[src/rtl/sort_4_32_pkg.sv]
// Shared constants and state encoding for the 4-entry sequential sorter.
// Latency: n/a (declarations only).
// Backpressure: n/a.
package sort_4_32_pkg;

    // Number of words in one sorted set and the width of a slot index.
    localparam int N     = 4;
    localparam int IDX_W = 2;

    typedef enum logic {
        ST_LOAD = 1'b0,
        ST_EMIT = 1'b1
    } state_e;

endpackage

[src/rtl/sort_4_32_sel.sv]
// Combinational extreme selector: picks the lowest (DESC=0) or greatest (DESC=1) live entry.
// Latency: 0 cycles, purely combinational.
// Backpressure: none; the caller decides when the result is consumed.
//
// Ports:
//   entries_i  N x WIDTH operands, slot 0 in the lowest lane
//   live_i     per-slot mask, 1 = candidate
//   idx_o      slot of the selected entry (0 when nothing is live)
//   val_o      value of the selected entry (0 when nothing is live)
module sel_4_32
    import sort_4_32_pkg::*;
#(
    parameter int WIDTH = 32,
    parameter bit DESC  = 1'b0
) (
    input  logic [N-1:0][WIDTH-1:0] entries_i,
    input  logic [N-1:0]            live_i,
    output logic [IDX_W-1:0]        idx_o,
    output logic [WIDTH-1:0]        val_o
);

    logic [IDX_W-1:0] best_idx;
    logic [WIDTH-1:0] best_val;
    logic             best_found;

    // Scan from slot 0 upward and replace the candidate only on a strict
    // improvement, so an equal value in a higher slot never displaces the
    // lower slot. That keeps the output order stable for both directions.
    always_comb begin
        best_idx   = '0;
        best_val   = '0;
        best_found = 1'b0;
        for (int i = 0; i < N; i++) begin
            if (live_i[i]) begin
                if (!best_found ||
                    (DESC ? (entries_i[i] > best_val) : (entries_i[i] < best_val))) begin
                    best_found = 1'b1;
                    best_idx   = IDX_W'(i);
                    best_val   = entries_i[i];
                end
            end
        end
    end

    assign idx_o = best_idx;
    assign val_o = best_val;

endmodule

[src/rtl/sort_4_32.sv]
// Sequential 4-word sorter: loads four words, then emits them in sorted order with their arrival slot.
// Latency: first sorted word valid the cycle after the 4th input handshake; 8 cycles per set at full rate.
// Backpressure: input stalls for the whole emit phase; outputs hold steady while out_ready_21 is low.
//
// Ports:
//   clk_21, rst_21              clock, synchronous active-high reset
//   in_valid_21/in_ready_21     input handshake, in_data_21 carries the operand
//   out_valid_21/out_ready_21   output handshake, out_data_21 sorted operand,
//                               out_idx_21 original slot, out_last_21 marks the 4th word
//   busy_21                     a set is partially loaded or being emitted
module sort_4_32
    import sort_4_32_pkg::*;
#(
    parameter int WIDTH = 32,
    parameter bit DESC  = 1'b0
) (
    input  logic             clk_21,
    input  logic             rst_21,
    input  logic             in_valid_21,
    output logic             in_ready_21,
    input  logic [WIDTH-1:0] in_data_21,
    output logic             out_valid_21,
    input  logic             out_ready_21,
    output logic [WIDTH-1:0] out_data_21,
    output logic [1:0]       out_idx_21,
    output logic             out_last_21,
    output logic             busy_21
);

    state_e                  state_q;
    logic [IDX_W-1:0]        ld_cnt_q;
    logic [IDX_W-1:0]        out_cnt_q;
    logic [N-1:0]            live_q;
    logic [N-1:0][WIDTH-1:0] reg_q;

    logic [IDX_W-1:0]        sel_idx;
    logic [WIDTH-1:0]        sel_val;
    logic                    emit;
    logic                    in_fire;
    logic                    out_fire;

    sel_4_32 #(
        .WIDTH (WIDTH),
        .DESC  (DESC)
    ) u_sel (
        .entries_i (reg_q),
        .live_i    (live_q),
        .idx_o     (sel_idx),
        .val_o     (sel_val)
    );

    assign emit     = (state_q == ST_EMIT);
    assign in_fire  = in_valid_21 && in_ready_21;
    assign out_fire = emit && out_ready_21;

    // Operand storage carries no control meaning, so it is not reset; the
    // live mask guarantees stale contents are never selected.
    always_ff @(posedge clk_21) begin
        if (in_fire) begin
            reg_q[ld_cnt_q] <= in_data_21;
        end
    end

    always_ff @(posedge clk_21) begin
        if (rst_21) begin
            state_q   <= ST_LOAD;
            ld_cnt_q  <= '0;
            live_q    <= '0;
            out_cnt_q <= '0;
        end else begin
            case (state_q)
                ST_LOAD: begin
                    if (in_fire) begin
                        ld_cnt_q <= ld_cnt_q + 1'b1;
                        if (ld_cnt_q == IDX_W'(N - 1)) begin
                            live_q    <= '1;
                            out_cnt_q <= '0;
                            state_q   <= ST_EMIT;
                        end
                    end
                end
                ST_EMIT: begin
                    if (out_fire) begin
                        live_q[sel_idx] <= 1'b0;
                        out_cnt_q       <= out_cnt_q + 1'b1;
                        if (out_cnt_q == IDX_W'(N - 1)) begin
                            ld_cnt_q <= '0;
                            state_q  <= ST_LOAD;
                        end
                    end
                end
                default: state_q <= ST_LOAD;
            endcase
        end
    end

    // Output-side signals come only from registered state; reset gating
    // applies to in_ready and busy alone.
    assign out_valid_21 = emit;
    assign out_data_21  = emit ? sel_val : '0;
    assign out_idx_21   = emit ? sel_idx : '0;
    assign out_last_21  = emit && (out_cnt_q == IDX_W'(N - 1));
    assign in_ready_21  = !rst_21 && (state_q == ST_LOAD);
    assign busy_21      = !rst_21 && ((state_q != ST_LOAD) || (ld_cnt_q != '0));

endmodule

[config.mk]
export PLATFORM = sky130hd
export DESIGN_NAME = sort_4_32
export DESIGN_NICKNAME = d
export VERILOG_FILES = /design/src/rtl/sort_4_32_pkg.sv /design/src/rtl/sort_4_32_sel.sv /design/src/rtl/sort_4_32.sv
export SDC_FILE = /design/constraint.sdc
export NUM_CORES = 1
export LEC_CHECK = 0
export CELL_PAD_IN_SITES_DETAIL_PLACEMENT = 1
export CELL_PAD_IN_SITES_GLOBAL_PLACEMENT = 2
export CORE_UTILIZATION = 43
export DETAILED_ROUTE_END_ITERATION = 8
export GPL_ROUTABILITY_DRIVEN = 0
export PLACE_DENSITY_LB_ADDON = 0.1
export RECOVER_POWER = 50
export REMOVE_ABC_BUFFERS = 1
export SLEW_MARGIN = 20
export SYNTH_ARGS = -nofsm -noshare
export SYNTH_HDL_FRONTEND = slang
export SYNTH_SLANG_ARGS = --single-unit
[constraint.sdc]
create_clock -name clk_21 -period 24.9 [get_ports clk_21]
set_clock_uncertainty 0.05 [all_clocks]
set_input_delay 6.225 -clock clk_21 [delete_from_list [all_inputs] [get_ports clk_21]]
set_output_delay 6.225 -clock clk_21 [all_outputs]
set_load 0.01 [all_outputs]
[After elaboration in Yosys (flattened, before gate mapping)]
Index checks and enable logic that the tools add are counted.
Word-level totals
  flip-flop bits (word level): 137
  bits of input ports: 36
  output and inout port bits: 38
  word-level logic and storage cells: 86
Operators by class
  add/subtract/negate cells: 2
  order comparisons: 7
  equal/unequal tests: 6
  multiplexer cells: 42
  bitwise operators: 3
  reduce and logical (&&, ||, !) cells: 18
Operator list (number)
  2-to-1 mux 32 bit: 9
  bitwise mux 128 bit: 1
  < comparator 32 bit: 3
  demux 32 bit (select 2 bit): 1
  2-to-1 mux 2 bit: 12
  2-to-1 mux 4 bit: 3
  2-to-1 mux 1 bit: 11
  one-hot mux 2 bit (2 select lines): 2
  one-hot mux 4 bit (2 select lines): 1
  logical AND 1 bit: 7
  < comparator 2 x 3 -> 1 bit, second input constant: 2
  AND reduction 3 bit: 2
  adder 2 x 1 -> 2 bit, second input constant: 2
  bitwise AND 4 bit: 1
  == test 2 bit, second input constant: 2
  >= comparator 2 x 1 -> 1 bit, second input constant: 2
  zero test 1 bit: 4
  logical OR 1 bit: 4
  != test 2 x 1 -> 1 bit, second input constant: 2
  != test 2 bit, second input constant: 2
  inverter 4 bit: 1
  demux 1 bit (select 2 bit): 1
  one-hot mux 1 bit (2 select lines): 1
  nonzero test 2 bit: 1
  inverter 1 bit: 1

[Longest topological paths before layout]
  depth after elaboration: 21
  gate-level depth with buffers: 40
  mapped depth without buffers: 31

[Modules after synthesis]
From an unflattened synthesis, not the netlist that was laid out.
Second synthesis, totals
  cell total of the unflattened synthesis: 743
  area, all modules: 8514.4 um^2
Modules (own cells, without submodules)
  sort_4_32: instances 1, cells an instance 218, area each 4616.9 um^2, sequential area each 4023.9 um^2
  sel_4_32: instances 1, cells an instance 525, area each 3897.5 um^2, sequential area each 0.0 um^2

[Worst setup path before layout]
OpenSTA, ideal clock, no wires.
  kind: register to output
  from: reg live_q[0]
  to: out out_data_21[0]
  data arrival time: 7566 ps
  data required time: 18625 ps
  path slack: 11059 ps
  cell stages (with the launch flop): 40
  buffers on the path: 8
  path through: dfxtp_1 buf_2 clkbuf_1 buf_1 buf_1 nand2_1 ha_1 nand4_1 nor4_1 nand2_1 a31oi_1 o21ai_0 and2_1 clkbuf_1 clkbuf_1 nor2_1 a21oi_1 ha_1 [... 4 more ...] a211oi_1 o21a_1 nor2_1 buf_4 buf_2 nand2_1 o21ai_0 ha_1 a21o_1 a21o_1 a21o_1 a21o_1 a21o_1 a211o_1 a21oi_1 o211a_4 nor2_1 a211oi_1
Between the ends
  word-level cells in the longest chain between the ends: 14
  elaborated cells on any way between the ends: 22
  those cells by class: order compare (3); mux (13); reduce/logical (6)
RTL lines
  start, declared: RTL line sort_4_32.sv:33  | logic [N-1:0] live_q;
  start signal, assigned: RTL line sort_4_32.sv:68  | live_q <= '0;
  start signal, assigned: RTL line sort_4_32.sv:76  | live_q <= '1;
  start signal, assigned by index: RTL line sort_4_32.sv:84  | live_q[sel_idx] <= 1'b0;
  2-to-1 mux 32 bit / 2-to-1 mux 1 bit (equally long branches): RTL line sort_4_32_sel.sv:34  | if (live_i[i]) begin
  < comparator 32 bit / zero test 1 bit (equally long branches): RTL line sort_4_32_sel.sv:36, sort_4_32_sel.sv:35
  logical OR 1 bit: RTL line sort_4_32_sel.sv:35  | if (!best_found ||
  2-to-1 mux 32 bit / 2-to-1 mux 1 bit (equally long branches): RTL line sort_4_32_sel.sv:35
  2-to-1 mux 32 bit / 2-to-1 mux 1 bit (equally long branches): RTL line sort_4_32_sel.sv:34
  < comparator 32 bit / zero test 1 bit (equally long branches): RTL line sort_4_32_sel.sv:36, sort_4_32_sel.sv:35
  logical OR 1 bit: RTL line sort_4_32_sel.sv:35
  2-to-1 mux 32 bit / 2-to-1 mux 1 bit (equally long branches): RTL line sort_4_32_sel.sv:35
  2-to-1 mux 32 bit / 2-to-1 mux 1 bit (equally long branches): RTL line sort_4_32_sel.sv:34
  < comparator 32 bit / zero test 1 bit (equally long branches): RTL line sort_4_32_sel.sv:36, sort_4_32_sel.sv:35
  logical OR 1 bit: RTL line sort_4_32_sel.sv:35
  2-to-1 mux 32 bit: RTL line sort_4_32_sel.sv:35
  2-to-1 mux 32 bit (*): RTL line sort_4_32_sel.sv:34
  2-to-1 mux 32 bit (*): RTL line sort_4_32.sv:100  | assign out_data_21 = emit ? sel_val : '0;
  end, declared: RTL line sort_4_32.sv:24  | output logic [WIDTH-1:0] out_data_21,
Every way passes the cells marked *; elsewhere a longest branch is shown, timed or not.

[Worst setup path after layout]
Ends and elaborated chain as after synthesis.

==> impl_metrics.py <==
metrics = {
    "finish": {
        "area_growth_pct": 17.78,
        "layout_common_cells": "128 x edfxtp_1, 98 x ha_1, 75 x nand2_1, 52 x a21oi_1, 51 x nor2_1",
        "nets": 894,
        "layout_commonest_cell": "edfxtp_1",
        "drive_above_1_share_pct": 13.97,
        "antenna_cells": 0,
    },
    "synthesis": {
        "yosys_warnings": 0,
        "synth_edf_count": 128,
        "syn_avg_cell_area_um2": 11.75,
        "netlist_area_um2": 8210,
        "yosys_most_used_dff": "edfxtp_1",
        "yosysTopAreaCellShare_pct": 46.81,
        "ys_types": 50,
        "ys_seq_area_share_pct": 49.01,
        "async_flop_share_pct": 0,
        "ys_ff_latch": 137,
        "synth_cells": 699,
        "synth_area_leader_cell": "edfxtp_1",
        "synthTopCellsByArea": "edfxtp_1 47%, ha_1 15%, o211ai_2 4.7%",
    },
    "cts": {
        "post-cts-setup-buffers": 0,
        "cts-root-buf": "clkbuf_16",
        "htreeDepth": 4,
        "cts.hold.buffers_added": 0,
        "cts_resized": 0,
        "cts_tree": "built",
        "clockBufferDepth": 2,
        "cts_sinks": 137,
        "numCtsBuffers": 17,
        "clock_latency_ns": 0.42,
        "clk_pin_slew_worst_paths_ns": 0.06,
    },
    "worst_setup_path": {
        "cp_data_required_time_ns": 18.62,
        "rrSetupSlack_ns": 14.63,
        "start_kind": "flip-flop",
        "crit_path_top_delay_cell": "dfxtp_2",
        "worstPathArrival_ns": 11.18,
        "worstSetupPathType": "reg2out",
        "crit_path_frequent_cell": "a21o_1",
        "slowest_delay_ns": 1.06,
        "critPathMaxFanout": 54,
        "endpoint_kind": "output pin",
    },
    "die": {
        "die_h_um": 140.2,
        "start_util_pct": 43.89,
        "die_w_um": 140.2,
        "core_area_um2": 18710,
        "row_count": 50,
        "die-area_um2": 19650,
        "io_pins": 74,
    },
    "global_routing": {
        "grt_use_total_pct": 25.19,
        "first_global_vias": 6596,
        "grt-ovfl-total": 0,
        "grt_pass1_wl_mm": 36.98,
        "antenna_found_initial": 0,
        "grt_max_degree": 55,
    },
    "sta": {
        "fmax_mhz": 57.29,
        "hold_viol_final": 0,
        "slew_violations": 108,
        "finalSetupViolations": 0,
        "rsz0062_at_grt": "no",
        "min_period_ns": 17.45,
        "relSlewSlack_pct": -105.2,
        "holdWs_ns": 0.4383,
        "worst_pin_slew_ns": 3.078,
        "fin_crit_sh_pct": 70.10,
        "tns_ns": 0,
    },
    "place": {
        "hpwl_mm": 16.28,
        "portBuffers": 73,
    },
    "detailed_routing": {
        "wirelength_mm": 23.80,
        "drc": 0,
        "vias": 6118,
        "ant_nets": 0,
        "drtIter0Drc": 310,
        "wl_per_cell_um": 23.63,
        "via_per_inst": 6.075,
        "drt_pass1_iterations": 4,
    },
    "pwr": {
        "irDropWorstVdd_mv": 0.04282,
        "leakage_nw": 3.449,
        "powerDensity_nw_per_um2": 54.92,
    },
    "run_status": {
        "violations": "max-capacitance violations, max-slew violations",
        "outcome": "complete, but fails checks",
    },
    "min_path": {
        "hp-class": "reg2reg",
    },
    "flow_run": {
        "maxCapViolCount": 3,
    },
}
worst paths after layout:
check | from | to | cells after the start
setup reg to reg | live_q[0]$_SDFFE_PP0P_ | live_q[0]$_SDFFE_PP0P_ | 32
hold reg to reg | out_cnt_q[1]$_SDFFE_PP0P_ | out_cnt_q[1]$_SDFFE_PP0P_ | 2
hold / removal | out_cnt_q[1]$_SDFFE_PP0P_ | out_cnt_q[1]$_SDFFE_PP0P_ | 2
setup / recovery | live_q[0]$_SDFFE_PP0P_ | out_data_21[0] | 33
cell families after synthesis:
kind of cell / count (synthesis) / share of synthesized area, %
AOI/OAI and AO/OA: 234 / 23.09
and+or+nand+nor: 185 / 10.20
DFF: 137 / 49.01
adders and majority gates: 98 / 14.93
buffers and inverters: 45 / 2.773
layer usage:
layer  GRT usage [%]  vias up  routed length, um
met2           43.87      130              11820
met3           3.521       27                678
met4           9.370        0                519
li1                -     2872                  -
met5               0        -                  0
met1           31.80     3089              10780
registers in the layout, indices dropped and copies added (netlist names):
register	count
ld_cnt_q	2
live_q	4
out_valid_21	1
out_cnt_q	2
reg_q	128
cell usage after synthesis (3+ instances only):
cell and count:
nor3_1 6, nor2_1 52, a21oi_1 52, o21a_1 3, nand3_1 11, inv_1 6, a211oi_1 9, o211ai_2 31
buf_1 6, o211ai_1 3, dfxtp_1 9, o31ai_2 30, edfxtp_1 128, buf_6 6, and4_1 4, nor4_1 3
o21ai_0 33, nand2_1 75, clkbuf_1 19, a21o_1 31, a221oi_1 3, ha_1 98, buf_2 5, a32oi_1 15
a31oi_1 4, o21ai_1 4, nand4_1 16, and2_1 6
final cells by class:
type	instances	area (um^2)
clock buffers	19	432.9
clock inverters	13	143.9
fillers	1936	9035
inverters	7	26.28
multi-input cells	517	3976
flip-flops and latches	137	4026
well taps	234	292.8
repair buffers	80	772.0
worst max-delay path, delay by kind of cell, from the launching register on:
kind            cells  cell delay, ns
compound gates     16            3.62
simple gates       12            3.90
fa+ha+maj           3            1.08
buf+inv             2            1.03
flops               1            1.06
report_power, final:
group          internal [mW]  switching [mW]  leakage, nW  total [mW]
combinational        0.00835          0.0134         1.94      0.0217
clock                  0.148           0.101        0.272       0.250
sequential             0.257         0.00255         1.24       0.260
per-stage QoR:
stage / total power [mW] / area [um^2] / util, % / cells / setup WS [ns]
after floorplan: 0.2726 / 8009 / - / 661 / 8.522
after global placement: 0.2861 / 9097 / 48.64 / 975 / 7.983
after detailed placement: 0.2873 / 9099 / 48.64 / 975 / 7.690
after CTS: 0.5357 / 9676 / 51.73 / 1007 / 7.154
after global routing: 0.5451 / 9671 / 51.70 / 1007 / 6.687
final: 0.5311 / 9671 / 51.70 / 1007 / 7.445
(Power assumes the default switching activity.)
